`config.mk`:
```
export PLATFORM = sky130hd
export DESIGN_NAME = pipe_muldiv_ctrl
export DESIGN_NICKNAME = d
export VERILOG_FILES = /design/src/rtl/muldiv_pkg.sv /design/src/rtl/muldiv_step.sv /design/src/rtl/pipe_muldiv_ctrl.sv
export SDC_FILE = /design/constraint.sdc
export NUM_CORES = 1
export LEC_CHECK = 0
export BUFFER_PORTS_ARGS = -buffer_cell sky130_fd_sc_hd__buf_2
export CORE_UTILIZATION = 57
export DETAILED_ROUTE_END_ITERATION = 6
export PLACE_DENSITY = 0.77
export SYNTH_ARGS = -nofsm -noshare
export SYNTH_HDL_FRONTEND = slang
export SYNTH_SLANG_ARGS = --single-unit
```
`constraint.sdc`:
```
create_clock -name clock -period 3.75 [get_ports clock]
set_input_delay 0.5625 -clock clock [delete_from_list [all_inputs] [get_ports clock]]
set_output_delay 0.5625 -clock clock [all_outputs]
set_load 0.005 [all_outputs]
```
`src/rtl/muldiv_pkg.sv`:
```
`default_nettype none
// ============================================================================
//  Module      : muldiv_pkg
//  Description : Shared definitions for the pipelined multiply/divide
//                controller: data widths, iteration count, opcode and FSM
//                state encodings, and a small magnitude helper.
//  Ports       : none (package)
//  Revision    : 1.0 - initial release
// ============================================================================
package muldiv_pkg;

    localparam int WIDTH = 32;
    localparam int ITER  = 32;

    // Opcode encodings as presented on eop
    typedef logic [1:0] op_t;
    localparam op_t OP_MULT  = 2'b00;
    localparam op_t OP_MULTU = 2'b01;
    localparam op_t OP_DIV   = 2'b10;
    localparam op_t OP_DIVU  = 2'b11;

    // FSM state encoding
    typedef logic [1:0] state_t;
    localparam state_t ST_IDLE = 2'd0;
    localparam state_t ST_CALC = 2'd1;
    localparam state_t ST_FIX  = 2'd2;

    // Magnitude of an operand for signed ops, raw value for unsigned ops.
    // The most negative value maps onto itself, which is the correct
    // unsigned magnitude 2^31.
    function automatic logic [WIDTH-1:0] mag(input logic [WIDTH-1:0] x,
                                             input logic              is_signed);
        mag = (is_signed && x[WIDTH-1]) ? (~x + 1'b1) : x;
    endfunction

endpackage : muldiv_pkg
`default_nettype wire

```
`src/rtl/muldiv_step.sv`:
```
`default_nettype none
// ============================================================================
//  Module      : muldiv_step
//  Description : One combinational iteration of an unsigned 32x32 shift-add
//                multiply or a restoring shift-subtract divide.
//                Multiply: acc = {partial product, remaining multiplier bits},
//                          operand = multiplicand.
//                Divide:   acc = {partial remainder, dividend/quotient bits},
//                          operand = divisor.
//  Ports       : acc_i     - 64-bit accumulator before the iteration
//                operand_i - multiplicand or divisor
//                is_div_i  - 1 selects divide, 0 selects multiply
//                acc_o     - 64-bit accumulator after the iteration
//  Revision    : 1.0 - initial release
// ============================================================================
module muldiv_step
    import muldiv_pkg::*;
(
    input  logic [2*WIDTH-1:0] acc_i,
    input  logic [WIDTH-1:0]   operand_i,
    input  logic               is_div_i,
    output logic [2*WIDTH-1:0] acc_o
);

    logic [WIDTH:0]   w_mul_sum;
    logic [WIDTH:0]   w_rem_sh;
    logic             w_ge;
    logic [WIDTH-1:0] w_diff;

    // Multiply: conditionally add the multiplicand into the upper half, then
    // shift the 65-bit {carry, upper, lower} right by one.
    assign w_mul_sum = {1'b0, acc_i[2*WIDTH-1:WIDTH]}
                     + {1'b0, (acc_i[0] ? operand_i : {WIDTH{1'b0}})};

    // Divide: the partial remainder shifted left by one needs 33 bits. When it
    // is >= divisor the difference always fits back into 32 bits, so the
    // subtraction is done modulo 2^32.
    assign w_rem_sh = acc_i[2*WIDTH-1:WIDTH-1];
    assign w_ge     = (w_rem_sh >= {1'b0, operand_i});
    assign w_diff   = acc_i[2*WIDTH-2:WIDTH-1] - operand_i;

    always_comb begin
        acc_o = acc_i;
        if (is_div_i) begin
            acc_o = {(w_ge ? w_diff : acc_i[2*WIDTH-2:WIDTH-1]),
                     acc_i[WIDTH-2:0], w_ge};
        end else begin
            acc_o = {w_mul_sum, acc_i[WIDTH-1:1]};
        end
    end

endmodule : muldiv_step
`default_nettype wire

```
`src/rtl/pipe_muldiv_ctrl.sv`:
```
`default_nettype none
// ============================================================================
//  Module      : pipe_muldiv_ctrl
//  Description : Iterative multiply/divide unit with HI/LO registers and the
//                pipeline stall interface. One iteration per clock; 33 busy
//                cycles per operation, 1 for divide by zero.
//  Ports       : clock, resetn         - clock / async active-low reset
//                estart, eop           - start request and opcode
//                ea, eb                - operands (ea is also mthi/mtlo data)
//                erd_hilo              - mfhi/mflo in EXE
//                ewr_hi, ewr_lo        - mthi/mtlo in EXE
//                busy, stall           - unit busy / hold IF-ID-EXE
//                hi, lo                - architectural HI/LO registers
//  Revision    : 1.0 - initial release
// ============================================================================
module pipe_muldiv_ctrl
    import muldiv_pkg::*;
(
    input  logic             clock,
    input  logic             resetn,
    input  logic             estart,
    input  logic [1:0]       eop,
    input  logic [WIDTH-1:0] ea,
    input  logic [WIDTH-1:0] eb,
    input  logic             erd_hilo,
    input  logic             ewr_hi,
    input  logic             ewr_lo,
    output logic             busy,
    output logic             stall,
    output logic [WIDTH-1:0] hi,
    output logic [WIDTH-1:0] lo
);

    state_t               state_q, state_d;
    logic [5:0]           count_q;
    logic [2*WIDTH-1:0]   acc_q;
    logic [WIDTH-1:0]     opnd_q;
    logic                 is_div_q;
    logic                 neg_prod_q;
    logic                 neg_quo_q;
    logic                 neg_rem_q;
    logic [WIDTH-1:0]     hi_q, lo_q;

    logic                 w_is_div;
    logic                 w_is_signed;
    logic                 w_div_zero;
    logic                 w_sign_diff;
    logic [WIDTH-1:0]     w_mag_a, w_mag_b;
    logic [2*WIDTH-1:0]   w_acc_next;
    logic [2*WIDTH-1:0]   w_prod_neg;
    logic [WIDTH-1:0]     w_fix_hi, w_fix_lo;

    assign w_is_div    = (eop == OP_DIV) || (eop == OP_DIVU);
    assign w_is_signed = (eop == OP_MULT) || (eop == OP_DIV);
    assign w_div_zero  = w_is_div && (eb == {WIDTH{1'b0}});
    assign w_sign_diff = w_is_signed && (ea[WIDTH-1] ^ eb[WIDTH-1]);
    assign w_mag_a     = mag(ea, w_is_signed);
    assign w_mag_b     = mag(eb, w_is_signed);

    muldiv_step u_step (
        .acc_i     (acc_q),
        .operand_i (opnd_q),
        .is_div_i  (is_div_q),
        .acc_o     (w_acc_next)
    );

    // Sign correction applied on the FIX edge. Multiply negates the full
    // 64-bit product; divide negates quotient and remainder independently.
    // The divide-by-zero path enters FIX with all sign flags clear and the
    // final {ea, all-ones} already in the accumulator.
    assign w_prod_neg = ~acc_q + 1'b1;
    always_comb begin
        w_fix_hi = acc_q[2*WIDTH-1:WIDTH];
        w_fix_lo = acc_q[WIDTH-1:0];
        if (is_div_q) begin
            if (neg_rem_q) w_fix_hi = ~acc_q[2*WIDTH-1:WIDTH] + 1'b1;
            if (neg_quo_q) w_fix_lo = ~acc_q[WIDTH-1:0] + 1'b1;
        end else if (neg_prod_q) begin
            w_fix_hi = w_prod_neg[2*WIDTH-1:WIDTH];
            w_fix_lo = w_prod_neg[WIDTH-1:0];
        end
    end

    // ------------------------------------------------------------------
    // FSM: state register
    // ------------------------------------------------------------------
    always_ff @(posedge clock or negedge resetn) begin
        if (!resetn) state_q <= ST_IDLE;
        else         state_q <= state_d;
    end

    // FSM: next state
    always_comb begin
        state_d = state_q;
        case (state_q)
            ST_IDLE: if (estart) state_d = w_div_zero ? ST_FIX : ST_CALC;
            ST_CALC: if (count_q == 6'(ITER - 1)) state_d = ST_FIX;
            ST_FIX:  state_d = ST_IDLE;
            default: state_d = ST_IDLE;
        endcase
    end

    // FSM: outputs
    always_comb begin
        busy  = (state_q != ST_IDLE);
        stall = busy & (estart | erd_hilo | ewr_hi | ewr_lo);
    end

    // ------------------------------------------------------------------
    // Datapath and HI/LO
    // ------------------------------------------------------------------
    always_ff @(posedge clock or negedge resetn) begin
        if (!resetn) begin
            count_q    <= 6'd0;
            acc_q      <= {2*WIDTH{1'b0}};
            opnd_q     <= {WIDTH{1'b0}};
            is_div_q   <= 1'b0;
            neg_prod_q <= 1'b0;
            neg_quo_q  <= 1'b0;
            neg_rem_q  <= 1'b0;
            hi_q       <= {WIDTH{1'b0}};
            lo_q       <= {WIDTH{1'b0}};
        end else begin
            case (state_q)
                ST_IDLE: begin
                    if (estart) begin
                        count_q  <= 6'd0;
                        is_div_q <= w_is_div;
                        if (w_div_zero) begin
                            acc_q      <= {ea, {WIDTH{1'b1}}};
                            opnd_q     <= {WIDTH{1'b0}};
                            neg_prod_q <= 1'b0;
                            neg_quo_q  <= 1'b0;
                            neg_rem_q  <= 1'b0;
                        end else if (w_is_div) begin
                            acc_q      <= {{WIDTH{1'b0}}, w_mag_a};
                            opnd_q     <= w_mag_b;
                            neg_prod_q <= 1'b0;
                            neg_quo_q  <= w_sign_diff;
                            neg_rem_q  <= w_is_signed & ea[WIDTH-1];
                        end else begin
                            // Multiplier sits in the low half, shifted out LSB first
                            acc_q      <= {{WIDTH{1'b0}}, w_mag_b};
                            opnd_q     <= w_mag_a;
                            neg_prod_q <= w_sign_diff;
                            neg_quo_q  <= 1'b0;
                            neg_rem_q  <= 1'b0;
                        end
                    end else begin
                        // mthi/mtlo only take effect when no start competes
                        if (ewr_hi) hi_q <= ea;
                        if (ewr_lo) lo_q <= ea;
                    end
                end
                ST_CALC: begin
                    acc_q   <= w_acc_next;
                    count_q <= count_q + 6'd1;
                end
                ST_FIX: begin
                    hi_q <= w_fix_hi;
                    lo_q <= w_fix_lo;
                end
                default: ;
            endcase
        end
    end

    assign hi = hi_q;
    assign lo = lo_q;

endmodule : pipe_muldiv_ctrl
`default_nettype wire

```
* Word level (Yosys, flattened, before mapping)
Index checks and enable logic that the tools add are counted.
W data, S select, Z words.
** Word-level totals
- Bits in registers :: 172
- Input bits :: 72
- Output and inout port bits :: 66
- Logic and storage cells :: 92
** Operators by class
- Add/subtract/negate cells :: 8
- Magnitude comparators :: 1
- Eq/ne operators :: 10
- Multiplexer cells :: 35
- Bitwise gates (word level) :: 11
- Reduce and logical (&&, ||, !) cells :: 17
** Operators by type and width (count)
- $mux W32 :: 17
- $mux W64 :: 3
- $add A32 B1 Y32 const B :: 4
- $not A32 Y32 :: 4
- $pmux W32 S2 :: 2
- $pmux W64 S2 :: 1
- $add A64 B1 Y64 const B :: 1
- $not A64 Y64 :: 1
- $add A32 B32 Y33 :: 1
- $ge A33 B32 Y1 :: 1
- $logic_not A32 Y1 :: 1
- $sub A32 B32 Y32 :: 1
- $pmux W6 S2 :: 1
- $ne A2 B2 Y1 const B :: 5
- $add A6 B1 Y6 const B :: 1
- $eq A2 B2 Y1 const B :: 3
- $eq A6 B5 Y1 const B :: 1
- $mux W1 :: 6
- $mux W2 :: 3
- $mux W6 :: 1
- $reduce_and A2 Y1 :: 3
- $reduce_and A3 Y1 :: 2
- $reduce_bool A2 Y1 :: 3
- $logic_and A1 B1 Y1 :: 4
- 7 further kinds :: 12

* Depth between registers and ports, before layout
Gate-level depths: netlist of run 1.
- Depth in word-level cells :: 8
- Depth in mapped cells :: 15
- Depth with buffers taken out :: 13

* By module
Synthesis of run 1 repeated with hierarchy kept, for this count alone.
** Second synthesis, totals
- Cell total of the unflattened synthesis :: 2029
- Area total of the unflattened synthesis :: 15765.1 µm²
** By module, submodules not included
- pipe_muldiv_ctrl :: times used 1, cells an instance 1340, area each 11098.1 µm², sequential area each 4304.1 µm²
- muldiv_step :: times used 1, cells an instance 689, area each 4667.0 µm², sequential area each 0.0 µm²

* Worst setup path before layout of run 1
OpenSTA, ideal clock, no wires.
- Path type :: reg-to-reg
- Start :: reg acc_q[0]
- End :: reg acc_q[60]
- Library setup time :: 0.077 ns
- Data arrival time :: 3.103 ns
- Required time :: 3.673 ns
- Setup slack :: 0.569 ns
- Stages on the path, launching flop included :: 15
- Path buffers :: 3
- Period minus slack after synthesis :: 3.181 ns
- Cells stage by stage :: dfrtp_1 -> inv_1 -> clkbuf_1 -> nor2_1 -> ha_1 -> clkbuf_1 -> a21o_1 -> a211o_1 -> or3_1 -> o21ba_2 -> clkbuf_1 -> a2111oi_0 -> a31oi_1 -> and3_1 -> a21oi_1
** On the way
- Cells in the longest elaborated chain, start to end :: 4
** RTL lines
- start, declared :: line pipe_muldiv_ctrl.sv:36 : logic [2*WIDTH-1:0] acc_q;
- start signal, assigned :: line pipe_muldiv_ctrl.sv:115 : acc_q <= {2*WIDTH{1'b0}};
- start signal, assigned :: line pipe_muldiv_ctrl.sv:130 : acc_q <= {ea, {WIDTH{1'b1}}};
- start signal, assigned :: line pipe_muldiv_ctrl.sv:136 : acc_q <= {{WIDTH{1'b0}}, w_mag_a};
- $mux W32 :: line muldiv_step.sv:33 : + {1'b0, (acc_i[0] ? operand_i : {WIDTH{1'b0}})};
- $add A32 B32 Y33 :: line muldiv_step.sv:33
- $mux W64 :: line muldiv_step.sv:44 : if (is_div_i) begin
- $pmux W64 S2 :: line pipe_muldiv_ctrl.sv:124 : case (state_q)
Every way passes these cells.
A chain may end at the register's enable or synchronous reset.

* Worst setup path after layout of run 1
- Start :: reg acc_q[36]
- End :: reg acc_q[60]
** On the way
- Cells in the longest elaborated chain, start to end :: 4
- Elaborated cells between the ends (all ways) :: 6
- Classes of those cells :: 2 x add/sub; 1 x order compare; 3 x mux
** RTL lines
- $sub A32 B32 Y32 or $ge A33 B32 Y1 (tied branches) :: line muldiv_step.sv:40, muldiv_step.sv:39
- $mux W32 :: line muldiv_step.sv:45 : acc_o = {(w_ge ? w_diff : acc_i[2*WIDTH-2:WIDTH-1]),
- $mux W64 (*) :: line muldiv_step.sv:44
- $pmux W64 S2 (*) :: line pipe_muldiv_ctrl.sv:124
Every way passes the cells marked *; elsewhere a longest branch is shown, timed or not.

==> summary.md, run 1 <==
| Metric | Value |
|---|---|
| Post-DP HPWL | 46400 um |
| P&R area growth vs syn | 12.5% |
| Vias per cell | 6.80 |
| Async S/R FF share, synth | 100% |
| #FFs+latches synth | 172 |
| Vias in the first global route | between 15000 and 20000 |
| Crit. End Element | register |
| Die Width | 167 um |
| Failing checks | DRC |
| First DRT Iteration DRCs | 2131 |
| Met2 usage | around two thirds |
| Final setup vio count | 0 |
| Reg-to-reg critical path startpoint | acc_q[36] |
| Tcrit/Tclk final | 92.7% |
| Die area | ~28000 um2 |
| Worst path arrival time | 3.86 ns |
| Cell Area, Placed | 16800 um2 |
| Clk pwr share | approximately 11% |
| Power Total | between 15 and 20 mW |
| Synth Area per Inst | 7.94 um2 |
| Largest net degree at the start of global routing | between 70 and 80 |
| VDD IR max | 579 uV |
| Gp weighted congestion | 1.08 |
| EDFF count, synth | 0 |
| Leak | 7.54 nW |
| Critical path's slowest cell | dfrtp_1 |
| Diodes inserted | 0 |
| Starting Density | 57.9% |
| Pint | 8.86 mW |
| Max clock buf depth | 2 |
| Setup tns final | 0 ns |
| CTS tree | built |
| First-pass GRT wire length | between 90000 and 100000 um |
| Hold Worst Slack | 0.00405 ns |
| Most Crowded Layer GR | met2 |
| DR vias | 16500 |
| Number of port buffers | 137 |
| Netlist Area Pre-Place | 15500 um2 |
| RSZ-0062 raised after global routing | false |
| Met1 Use GR | 57.3% |
| Psw | 8.95 mW |
| Final nets | 2210 |
| # hold bufs at CTS | 0 |
| Worst-path maximum fanout | 8 |
| DR WL/cell | 26.0 um |
| Endpoints failing hold | 0 |
| CTS Sinks | 172 |
| Cell chain of the critical path | ha_1 -> and4_1 -> a21boi_0 -> o41a_1 -> o211ai_1 -> a2111o_1 -> a311oi_1 -> xor2_1 -> nand2_1 -> a21oi_1 |
| Root Buffer | clkbuf_16 |
| Initial antenna violation count | 0 |
| Outcome | finished, violations left |
| CP top delay family | compound AO/OA/AOI/OAI gates |
| Post-route ant nets | 0 |
| Crit path largest cell delay | 0.54 ns |
| Switching share of power | 50.2% |
| Worst skew pair latency | 0.47 ns |
| Fmax | 0.288 GHz |
| CORE AREA | 26800 um2 |
| Syn Inst Count | 1952 |
| Pwr dens | 1020 nW/um2 |
| Worst Tran Pin Value | 1.23 ns |
| Crit path time final | 3.48 ns |
| Rows | 60 |
| Synthesized Nets | 2095 |
| Post-CTS Setup Inserts | 0 |
| TritonCTS Buffers | 17 |
| Final WL | roughly 63000 um |
| Die Y-Extent | 167 um |
| Clock Skew | between 0.015 and 0.02 ns |
| Fill cells | 2318 |
| Synth unique cells | 95 |
| Gate power share | 67.5% |
| Cell area after layout | between 15000 and 20000 um2 |
| Total GRT Usage | around 45% |
| Max-cap viol count | 0 |
| Multi-input gate area | 10400 um2 |
| Setup crit start | acc_q[36] |
| Sequential cell area | 4310 um2 |
| Worst Path Buf+Inv | 0 |
| GRT met3 Usage | 11.8% |
| CP Class | register to register |
| Post-cts sizing count | 0 |
| Slew Limit Fails | 0 |
| Prevailing post-synth register cell | dfrtp_1 |
| Worst Path Required | between 4 and 5 ns |
| Worst setup SP type | register |
| DRC | 33 |
| Flop pwr share | 21.4% |
| Grt ovf | 0 |
| Max transition margin | 17.8% |
| Reg clk slew, reported paths | 0.08 ns |
| Register area share after synthesis | 27.8% |
| Layout cell share with drive strength beyond 1 | 15.4% |
| Yosys warning count | 0 |
| Hold WC Path Type | input port to async pin |
| H-tree levels | 4 |
| IO Pins | 138 |
| First-pass DRT Iterations | 7 |
[per-stage QoR]
| stage | cells | setup slack, ns | utilization (%) |
|---|---|---|---|
| 3_5_place_dp | 2389 | 0.312 | 62.7 |
| 5_1_grt | 2421 | 0.0948 | 65.1 |
| 4_1_cts | 2421 | 0.311 | 65.1 |
| 6_report | 2421 | 0.274 | 65.1 |
| 3_3_place_gp | 2389 | 0.339 | 62.7 |
| 2_1_floorplan | 1952 | 0.569 | - |
[flip-flops by register name, summed over array words and instances, names as in the netlist]
| signal | count |
|---|---|
| acc_q | 64 |
| is_div_q | 1 |
| count_q | 6 |
| hi | 32 |
| neg_rem_q | 1 |
| neg_prod_q | 1 |
| state_q | 2 |
| lo | 32 |
| neg_quo_q | 1 |
| opnd_q | 32 |
[layout make-up]
type                    instances  area share, %
multi-input cells            1588           59.9
flip-flops and latches        172           24.7
repair buffers                230           8.11
well taps                     341           2.45
inverters                      58           1.25
clock inverters                14           1.16
clock buffers                  18           2.46
[power groups by stage]
| stage | Combinational, mW | Clock [mW] | Sequential, mW |
|---|---|---|---|
| after floorplan | 8.36 | 0 | 3.56 |
| after global placement | 11.6 | 0 | 3.77 |
| after detailed placement | 11.7 | 0 | 3.80 |
| after CTS | 11.7 | 1.95 | 3.78 |
| after global routing | 13.1 | 2.02 | 3.91 |
| final | 12.0 | 1.97 | 3.82 |
[placed cells by master, fill, tap and decap left out, types with 25 or more instances in the layout]
cell type and count:
nor2_1 180, a31oi_1 37, o221ai_1 25, a21oi_1 165, ha_1 69, buf_2 136
a22oi_1 66, o21ai_0 198, nand3_1 30, xor2_1 59, inv_1 57, nand2_1 156
mux2i_1 58, a21o_1 30, nor3_1 47, dfrtp_1 171, xnor2_1 104, buf_4 91
[Yosys cell counts (5+ instances only)]
master    instances  share of area [%]
o21ai_0         198                6.4
nor2_1          181                4.4
dfrtp_1         172                 28
a21oi_1         165                5.3
nand2_1         157                3.8
clkbuf_1        109                2.6
xnor2_1         104                5.9
ha_1             69                5.6
a22oi_1          66                3.2
xor2_1           59                3.3
mux2i_1          58                3.7
inv_1            57                1.4
nor3_1           47                1.5
a31oi_1          37                1.5
a21o_1           30                1.5
nand3_1          30               0.97
o221ai_1         25                1.4
o31ai_1          21                1.0
nand2b_1         20               0.81
and3_1           19               0.77
o21a_1           19               0.92
o211ai_1         17               0.82
a211oi_1         16               0.77
nor4_1           16               0.65
mux2_2           15                1.1
nor2b_1          15               0.61
nand4_1          14               0.56
or4_1            12               0.58
and2_1           10               0.40
o21bai_1         10               0.48
o22ai_1          10               0.40
o41ai_1          10               0.56
buf_1             9               0.22
o21ai_1           9               0.29
a21boi_0          7               0.34
a221o_1           7               0.45
a221oi_1          7               0.40
or3_1             7               0.28
a22o_1            6               0.34
buf_2             6               0.19
nor3b_1           6               0.29
or2_2             6               0.24
a32o_1            5               0.32
[final timing paths]
check,to,slack [ns],depth (start not counted)
max,acc_q[60],0.27,10
max in group asynchronous,acc_q[0],2.82,2
max reg2reg,acc_q[60],0.27,10
min,hi[18],0.004,1
min reg2reg,opnd_q[8],0.49,2
min in group clock,state_q[1],0.42,3
[logic make-up after synthesis]
group | after synthesis | share of synthesized area [%]
DFF | 172 | 27.8
buffers and inverters | 192 | 5.07
AOI/OAI and AO/OA | 706 | 29.1
adders and majority gates | 71 | 5.83
and+or+nand+nor | 574 | 18.2
xor gates and xnor gates | 163 | 9.21
muxes | 74 | 4.93
[routing by layer]
| layer | up-vias | routed length [um] |
|---|---|---|
| met2 | 1021 | 26500 |
| li1 | 7415 | - |
| met5 | - | 0 |
| met1 | 7795 | 24300 |
| met3 | 236 | 7040 |
| met4 | 0 | 5170 |
No activity file was read; power rests on OpenSTA's default activity.
==> inputs of run 2 (changes only) <==
Settings changed: PLACE_DENSITY 0.77 to unset, PLACE_DENSITY_LB_ADDON set to 0.05.
==> summary.md, run 2 (synthesis results as in run 1) <==
| Metric | Value |
|---|---|
| Commonest non-fill, non-tap cells in the layout | 198 x o21ai_0, 180 x nor2_1, 171 x dfrtp_1 (unchanged) |
| Worst Path Required | 4.13 ns (was 4.14 ns) |
| CTS tree | built (unchanged) |
| Endpoints failing hold | 0 (unchanged) |
| CP top delay family | compound AO/OA/AOI/OAI gates (unchanged) |
| Crit path time final | 3.61 ns (was 3.48 ns) |
| Gate power share | 67.4% (was 67.5%) |
| Crit path largest cell delay | 0.54 ns (about the same) |
| Final setup vio count | 0 (unchanged) |
| Hold Worst Slack | 0.139 ns (was 0.00405 ns) |
| Critical path's slowest cell | dfrtp_1 (unchanged) |
| Pint | 8.70 mW (was 8.86 mW) |
| Layout cell share with drive strength beyond 1 | 14.8% (was 15.4%) |
| RSZ-0062 raised after global routing | false (unchanged) |
| IO Pins | 138 (unchanged) |
| Cell chain of the critical path | ha_1 -> and4_1 -> a21boi_1 -> o41a_1 -> o211ai_1 -> a2111o_1 -> a311oi_1 -> xor2_1 -> nand2_1 -> a21oi_1 (was ha_1 -> and4_1 -> a21boi_0 -> o41a_1 -> o211ai_1 -> a2111o_1 -> a311oi_1 -> xor2_1 -> nand2_1 -> a21oi_1) |
| Die area | 27900 um2 (unchanged) |
| Total GRT Usage | 44.8% (was 45.1%) |
| Initial antenna violation count | 1 (was 0) |
| Post-cts sizing count | 0 (unchanged) |
| Setup tns final | 0 ns (unchanged) |
| DR WL/cell | 26.0 um (about the same) |
| First-pass GRT wire length | 93300 um (was 93900 um) |
| Max transition margin | 14.3% (was 17.8%) |
| Power Total | 17.8 mW (about the same) |
| Post-route ant nets | 0 (unchanged) |
| Fmax | 0.277 GHz (was 0.288 GHz) |
| Vias per cell | 6.88 (was 6.80) |
| Die Y-Extent | 167 um (unchanged) |
| Starting Density | 57.9% (unchanged) |
| Fill cells | 2393 (was 2318) |
| GRT met3 Usage | 10.7% (was 11.8%) |
| CTS Sinks | 172 (unchanged) |
| Clock Skew | 0.0298 ns (was 0.0164 ns) |
| Post-CTS Setup Inserts | 0 (unchanged) |
| Final nets | 2195 (was 2210) |
| Crit. End Element | register (unchanged) |
| Flop pwr share | 21.5% (was 21.4%) |
| Most common cell after layout, fill and taps aside | o21ai_0 (unchanged) |
| H-tree levels | 4 (unchanged) |
| P&R area growth vs syn | 11.7% (was 12.5%) |
| Worst setup SP type | register (unchanged) |
| Worst-path maximum fanout | 8 (unchanged) |
| Met1 Use GR | 56.4% (was 57.3%) |
| Number of port buffers | 137 (unchanged) |
| Failing checks | DRC (unchanged) |
| Psw | 9.12 mW (was 8.95 mW) |
| Clk pwr share | 11.1% (was 11.0%) |
| Final WL | 62600 um (was 63000 um) |
| Worst Tran Pin Value | 1.28 ns (was 1.23 ns) |
| Max clock buf depth | 2 (unchanged) |
| Cell Count, Final, Fillers Out | 2407 (was 2421) |
| Reg clk slew, reported paths | 0.09 ns (was 0.08 ns) |
| Slew Limit Fails | 0 (unchanged) |
| CORE AREA | 26800 um2 (unchanged) |
| Most flops, register | acc_q (unchanged) |
| Root Buffer | clkbuf_16 (unchanged) |
| Vias in the first global route | 15500 (about the same) |
| Grt ovf | 0 (unchanged) |
| TritonCTS Buffers | 17 (unchanged) |
| Max reg flops | 64 (unchanged) |
| Switching share of power | 51.2% (was 50.2%) |
| Die Width | 167 um (unchanged) |
| Worst Path Buf+Inv | 0 (unchanged) |
| Final Util | 64.6% (was 65.1%) |
| CP Class | register to register (unchanged) |
| Met2 usage | 67.4% (was 66.0%) |
| VDD IR max | 523 uV (was 579 uV) |
| Leak | 7.47 nW (was 7.54 nW) |
| Largest net degree at the start of global routing | 68 (was 72) |
| Gp weighted congestion | 1.05 (was 1.08) |
| Worst path arrival time | 3.99 ns (was 3.86 ns) |
| # hold bufs at CTS | 0 (unchanged) |
| Outcome | finished, violations left (unchanged) |
| Worst skew pair latency | 0.47 ns (about the same) |
| DRC | 1 (was 33) |
| First-pass DRT Iterations | 7 (unchanged) |
| Hold WC Path Type | input port to async pin (unchanged) |
| Rows | 60 (unchanged) |
| Max-cap viol count | 0 (unchanged) |
| Dpl cells | 2374 (was 2389) |
| First DRT Iteration DRCs | 2055 (was 2131) |
| Most Crowded Layer GR | met2 (unchanged) |
| Tcrit/Tclk final | 96.4% (was 92.7%) |
| Pwr dens | 1030 nW/um2 (was 1020 nW/um2) |
| DR vias | 16600 (was 16500) |
| Post-DP HPWL | 46300 um (was 46400 um) |
## run 2: cell count changes in the layout (fill, tap and decap cells not counted), sizes merged, moves of 2 or more
| cell | change |
|---|---|
| inv | +6 |
| bufinv | -2 |
| buf | -15 |
| clkinv | -2 |
## run 2: path summary, 6_finish.rpt
path                              end  slack, ns       start  cells past startpoint
max                         acc_q[60]       0.14   acc_q[35]                     10
min                        opnd_q[15]       0.14      resetn                      1
max reg2reg                 acc_q[60]       0.14   acc_q[35]                     10
min reg2reg                opnd_q[19]       0.49  opnd_q[19]                      2
max in group asynchronous  opnd_q[29]       2.58      resetn                      2
min in group clock         state_q[1]       0.45      estart                      3
## run 2: stage by stage
stage                     area (um2)  setup WS, ns
after floorplan                15500         0.569
after global placement         16700         0.176
after detailed placement       16700         0.160
after CTS                      17300         0.152
after global routing           17300        0.0680
final                          17300         0.136
## run 2: metal layers
| metal | up-vias | routed length, um |
|---|---|---|
| met4 | 2 | 4910 |
| met2 | 986 | 27200 |
| met3 | 246 | 6610 |
| li1 | 7405 | - |
| met5 | - | 11 |
| met1 | 7914 | 23900 |
## run 2: power groups by stage
stage	Combinational [mW]	Sequential [mW]	Clock, mW
floorplan	8.36	3.56	0
global placement	11.6	3.79	0
detailed placement	11.7	3.82	0
finish	12.0	3.83	1.97
global route	13.1	3.92	2.05
CTS	11.7	3.79	1.98
## run 2: final cells by class
class	instances	area (um2)	share of cell area [%]
Multi-Input combinational cell	1588	10400	60.3
Sequential cell	172	4310	24.9
Clock inverter	15	214	1.23
Timing Repair Buffer	215	1290	7.45
Tap cell	341	427	2.46
Clock buffer	17	425	2.46
Antenna cell	1	2.50	0.0144
Inverter	58	218	1.26
